===== src/rtl/wave_pwm_gen_pkg.sv =====
// Shared definitions for the waveform/PWM generator: wave selector encoding
// and default widths.
package wave_pwm_gen_pkg;

  localparam int unsigned DATA_W_DEF = 8;
  localparam int unsigned DIV_W_DEF  = 5;
  localparam int unsigned AMP_W_DEF  = 2;

  typedef enum logic [2:0] {
    WAVE_SQUARE  = 3'd0,
    WAVE_TRI     = 3'd1,
    WAVE_RAMP_UP = 3'd2,
    WAVE_RAMP_DN = 3'd3,
    WAVE_OFF     = 3'd4
  } wave_e;

  // Codes 4-7 all collapse to off so the latched mode is always a legal enum.
  function automatic wave_e decode_wave(input logic [2:0] w);
    wave_e m;
    case (w)
      3'd0:    m = WAVE_SQUARE;
      3'd1:    m = WAVE_TRI;
      3'd2:    m = WAVE_RAMP_UP;
      3'd3:    m = WAVE_RAMP_DN;
      default: m = WAVE_OFF;
    endcase
    return m;
  endfunction

endpackage


===== src/rtl/wave_pwm_gen_pwm_modulator.sv =====
// PWM output stage: free-running counter, duty latched only at the counter
// wrap so a sample change never disturbs the period in progress.
module pwm_modulator #(
  parameter int unsigned DATA_W = 8
) (
  input  logic              clk,
  input  logic              reset,
  input  logic [DATA_W-1:0] sample,
  output logic              pwm_out
);

  logic [DATA_W-1:0] pwm_cnt_q, pwm_cnt_d;
  logic [DATA_W-1:0] pwm_duty_q, pwm_duty_d;
  logic              pwm_out_q, pwm_out_d;

  always_comb begin
    pwm_cnt_d  = pwm_cnt_q + 1'b1;
    pwm_duty_d = (pwm_cnt_q == '1) ? sample : pwm_duty_q;
    pwm_out_d  = (pwm_cnt_q < pwm_duty_q);
  end

  always_ff @(posedge clk or negedge reset) begin
    if (!reset) begin
      pwm_cnt_q  <= '0;
      pwm_duty_q <= '0;
      pwm_out_q  <= 1'b0;
    end else begin
      pwm_cnt_q  <= pwm_cnt_d;
      pwm_duty_q <= pwm_duty_d;
      pwm_out_q  <= pwm_out_d;
    end
  end

  assign pwm_out = pwm_out_q;

endmodule


===== src/rtl/wave_pwm_gen.sv =====
// Single-channel waveform generator: loadable tick divider, phase
// accumulator, wrap-synchronous mode latch, shaping/scaling and PWM output.
module wave_pwm_gen
  import wave_pwm_gen_pkg::*;
#(
  parameter int unsigned DATA_W = DATA_W_DEF,
  parameter int unsigned DIV_W  = DIV_W_DEF,
  parameter int unsigned AMP_W  = AMP_W_DEF
) (
  input  logic              clk,
  input  logic              reset,
  input  logic              key,
  input  logic [DIV_W-1:0]  ParIn,
  input  logic [2:0]        WaveType,
  input  logic [AMP_W-1:0]  AmpSel,
  input  logic [DATA_W-1:0] Duty,
  output logic [DATA_W-1:0] sample,
  output logic              sample_valid,
  output logic              pwm_out
);

  logic              key_d_q;
  logic [DIV_W-1:0]  div_reg_q, div_reg_d;
  logic [DIV_W-1:0]  div_cnt_q, div_cnt_d;
  logic [DATA_W-1:0] phase_q, phase_d;
  wave_e             mode_q, mode_d;
  logic [DATA_W-1:0] sample_q, sample_d;
  logic              sample_valid_q, sample_valid_d;

  logic              load, tick;
  logic [DATA_W-1:0] tri_t, raw, scaled;

  // A load restarts the divider and swallows any tick due in that cycle.
  always_comb begin
    load      = key & ~key_d_q;
    tick      = 1'b0;
    div_reg_d = div_reg_q;
    div_cnt_d = div_cnt_q + 1'b1;
    if (load) begin
      div_reg_d = ParIn;
      div_cnt_d = '0;
    end else if (div_cnt_q == div_reg_q) begin
      tick      = 1'b1;
      div_cnt_d = '0;
    end
    phase_d = tick ? phase_q + 1'b1 : phase_q;
    mode_d  = (tick && (phase_q == '1)) ? decode_wave(WaveType) : mode_q;
  end

  always_comb begin
    tri_t = {phase_q[DATA_W-2:0], 1'b0};
    case (mode_q)
      WAVE_SQUARE:  raw = (phase_q < Duty) ? '1 : '0;
      WAVE_TRI:     raw = phase_q[DATA_W-1] ? ~tri_t : tri_t;
      WAVE_RAMP_UP: raw = phase_q;
      WAVE_RAMP_DN: raw = ~phase_q;
      default:      raw = '0;
    endcase
    scaled         = raw >> AmpSel;
    sample_d       = tick ? scaled : sample_q;
    sample_valid_d = tick;
  end

  always_ff @(posedge clk or negedge reset) begin
    if (!reset) begin
      key_d_q        <= 1'b0;
      div_reg_q      <= '0;
      div_cnt_q      <= '0;
      phase_q        <= '0;
      mode_q         <= WAVE_SQUARE;
      sample_q       <= '0;
      sample_valid_q <= 1'b0;
    end else begin
      key_d_q        <= key;
      div_reg_q      <= div_reg_d;
      div_cnt_q      <= div_cnt_d;
      phase_q        <= phase_d;
      mode_q         <= mode_d;
      sample_q       <= sample_d;
      sample_valid_q <= sample_valid_d;
    end
  end

  assign sample       = sample_q;
  assign sample_valid = sample_valid_q;

  pwm_modulator #(
    .DATA_W(DATA_W)
  ) u_pwm (
    .clk    (clk),
    .reset  (reset),
    .sample (sample_q),
    .pwm_out(pwm_out)
  );

endmodule


===== config.mk =====
export PLATFORM = sky130hd
export DESIGN_NAME = wave_pwm_gen
export DESIGN_NICKNAME = d
export VERILOG_FILES = /design/src/rtl/wave_pwm_gen_pkg.sv /design/src/rtl/wave_pwm_gen_pwm_modulator.sv /design/src/rtl/wave_pwm_gen.sv
export SDC_FILE = /design/constraint.sdc
export NUM_CORES = 1
export LEC_CHECK = 0
export CAP_MARGIN = 25
export CORE_ASPECT_RATIO = 0.5
export CORE_MARGIN = 4
export CORE_UTILIZATION = 51
export DETAILED_ROUTE_END_ITERATION = 8
export PLACE_DENSITY_LB_ADDON = 0.3
export SYNTH_ARGS = -nofsm -noshare
export SYNTH_HDL_FRONTEND = slang
export SYNTH_HIERARCHICAL = 1
export SYNTH_SLANG_ARGS = --single-unit

===== constraint.sdc =====
create_clock -name clk -period 1.7 [get_ports clk]
set_input_delay 0.255 -clock clk [delete_from_list [all_inputs] [get_ports clk]]
set_output_delay 0.255 -clock clk [all_outputs]
set_load 0.05 [all_outputs]

==> results.yml <==
clocking:
  cts_num_sinks: 48
  cts_buffer_depth: 2
  clock-root-buffer: "clkbuf_16"
  clk_pin_slew_ps: 70
  clock_latency_ps: 290
  holdBufCountCts: 0
  cts_htree_levels: 2
  cts_tree: "done"
  cts_buffers: 5
floorplanning:
  coreArea_um2: 5540
  die-area_um2: 7130
  die_h_um: 61.8
  num_rows: 19
  io_pins: 31
  die_w_um: 115
  initial_core_util: 0.532
sta:
  fmax_mhz: 532
  finalMaxSlewViolations: 0
  whs_ps: 53.9
  worst_slack_ps: -180
  rsz0062_at_grt: "true"
  finalCriticalPeriod_ps: 1880
  hold_violations: 0
  max-slew-margin-rel: 0.600
  finalSetupViolations: 11
  timing.final.crit_share: 1.11
  skew_ps: 4.49
  worst-slew-pin-transition_ps: 599
layout:
  areaGrowthSynthToFinish_pct: 28.1
  final_common_cell: "dfrtp_1"
  drive_gt1_frac: 0.299
  nFillCells: 400
  n_antenna_cell: 0
  mostFrequentLayoutCells: "48 x dfrtp_1, 34 x buf_4, 30 x nand2_1, 16 x inv_1, 16 x xnor2_1"
  fin_nets: 376
routing:
  postRouteWirelength_um: 6340
  via_per_inst: 5.37
  dr.first_iter.drc_count: 146
  ant_nets: 0
  wl_per_cell_um: 15.4
  drcViolationCount: 0
  vias: 2209
  dr.pass1.iters: 4
placed_design:
  pre_cts_slack_ps: -628
  io_buffers: 30
  gp_congestion: 0.828
  dp_hpwl_um: 4390
power_and_ir_drop:
  p_leak_uw: 0.00184
  irDropWorstVdd_uv: 558
  powerDensity_nw_per_um2: 1040
setup_path:
  crit_path_max_incr_delay_ps: 440
  start_kind: "flop"
  cp_slowest_cell: "dfrtp_1"
  cp_cell_sequence: "ha_4, a211o_1, a31oi_2, o211ai_4, nor3b_2, o41ai_2"
  worstPathRequired_ps: 1890
  arrival_ps: 2070
  crit_path_end_kind: "flop"
  critPathMaxFanout: 7
  crit_type: "flop to flop"
grt:
  grt_pass1_wl_um: 10600
  gr-usage-met1: 0.242
  grt_usage: 0.190
  grt.overflow.total: 0
  top_usage_layer: "met2"
  grt_use_met3: 0.0329
  grt_start_max_net_pins: 49
  use_met2: 0.337
  antenna_found_initial: 0
  grt_pass1_vias: 2264
yosys:
  async_flop_share: 1.00
  synth-edff-count: 0
  syn_avg_cell_area_um2: 10.6
  ys_types: 56
  ys_seq_elements: 48
  synth.area.top_cells: "dfrtp_1 41%, ha_1 7.6%, mux2_4 5.1%"
  synthesis.instances: 279
  yosysSeqAreaShare: 0.408
  yosysTopAreaCellShare: 0.408
  synth_nets: 318
  syn_area_um2: 2950
  synth_ff_type: "dfrtp_1"
  yosysTopAreaCell: "dfrtp_1"
  yosys_warnings: 6
run_status:
  status: "finished with violations"
  failed_checks: "setup timing"
flow_run:
  cap_violations: 0
worst_hold_path:
  hp-class: "primary input to async pin"
==> kinds of logic after synthesis <==
| logic type | Yosys count | synth area share |
|---|---|---|
| simple gates | 95 | 0.188 |
| flops | 48 | 0.408 |
| compound gates | 41 | 0.112 |
| buf+inv | 32 | 0.0573 |
| xor+xnor | 31 | 0.0947 |
| fa+ha+maj | 18 | 0.0764 |
| mux | 14 | 0.0645 |
==> metal layers <==
metal / vias to the layer above / part of all wire
met5: - / 0
met4: 0 / 0.016
met3: 13 / 0.039
met2: 41 / 0.52
met1: 1071 / 0.43
li1: 1084 / -
==> registers in the layout, indices dropped and copies added, names as in the netlist <==
register          flops
div_cnt_q             5
div_reg_q             5
key_d_q               1
mode_q                3
phase_q               8
sample                8
sample_valid          1
u_pwm/pwm_cnt_q       8
u_pwm/pwm_duty_q      8
u_pwm/pwm_out         1
==> metrics by stage <==
stage	utilization	area (um2)	power (uW)	TNS (ps)	std cells
6_report	0.681	3770	3930	-970	411
5_1_grt	0.681	3770	4130	-2590	411
4_1_cts	0.666	3690	3850	-675	409
3_5_place_dp	0.617	3420	2800	-4170	397
3_3_place_gp	0.617	3420	2750	-3450	397
2_1_floorplan	-	2950	2330	-69.6	279
==> repair_timing <==
| action | 4_1_cts | 5_1_grt |
|---|---|---|
| hold endpoints to repair | 0 | 0 |
| pin swaps | 16 | 13 |
| setup endpoints to repair | 13 | 17 |
| gates resized for setup | 25 | 16 |
| buffers inserted | 4 | 2 |
==> cell usage after synthesis, drive strengths merged, types with 3 or more instances <==
master and number:
xnor2 17, xor2 14, buf 11, inv 20, o21ai 4, mux2i 4
nor2b 4, ha 18, nand3 13, nor3 5, a22o 4, nand2 32
mux2 10, nor3b 3, nor2 17, a21oi 7, nand4 4, and3 4
nand3b 5, o211ai 7, nand2b 4, dfrtp 48
==> worst max-delay path, delay by kind of cell (launching register included) <==
kind | cells | cell delay [ps]
AND/OR/NAND/NOR | 1 | 200
AO/OA/AOI/OAI | 4 | 880
adder cells (fa/ha/maj) | 1 | 270
flip-flops | 1 | 440
==> final timing paths <==
check | from | end | slack (ps) | cells past startpoint
worst max-delay path | phase_q[2] | sample[3] | -180 | 6
worst min-delay path | reset | u_pwm/pwm_cnt_q[6] | 50 | 2
worst max register to register | phase_q[2] | sample[3] | -180 | 6
worst min register to register | div_reg_q[4] | div_reg_q[4] | 500 | 2
max in group asynchronous | reset | phase_q[0] | 1240 | 2
min in group clk | key | key_d_q | 460 | 1
==> area by class of cell <==
| type | count | area (um2) | share of cell area |
|---|---|---|---|
| flip-flops and latches | 48 | 1200 | 0.318 |
| inverters | 21 | 81.3 | 0.0216 |
| repair buffers | 62 | 533 | 0.141 |
| multi-input cells | 199 | 1710 | 0.454 |
| clock inverters | 2 | 15.0 | 0.00398 |
| well taps | 73 | 91.3 | 0.0242 |
| clock buffers | 6 | 139 | 0.0368 |
==> power breakdown <==
| part | leakage, uW | switching, uW | internal (uW) |
|---|---|---|---|
| Combinational | 0.00115 | 857 | 611 |
| Sequential | 0.000621 | 144 | 1310 |
| Clock | 0.0000691 | 423 | 585 |
Note: power is estimated with default switching activity, not from simulation.
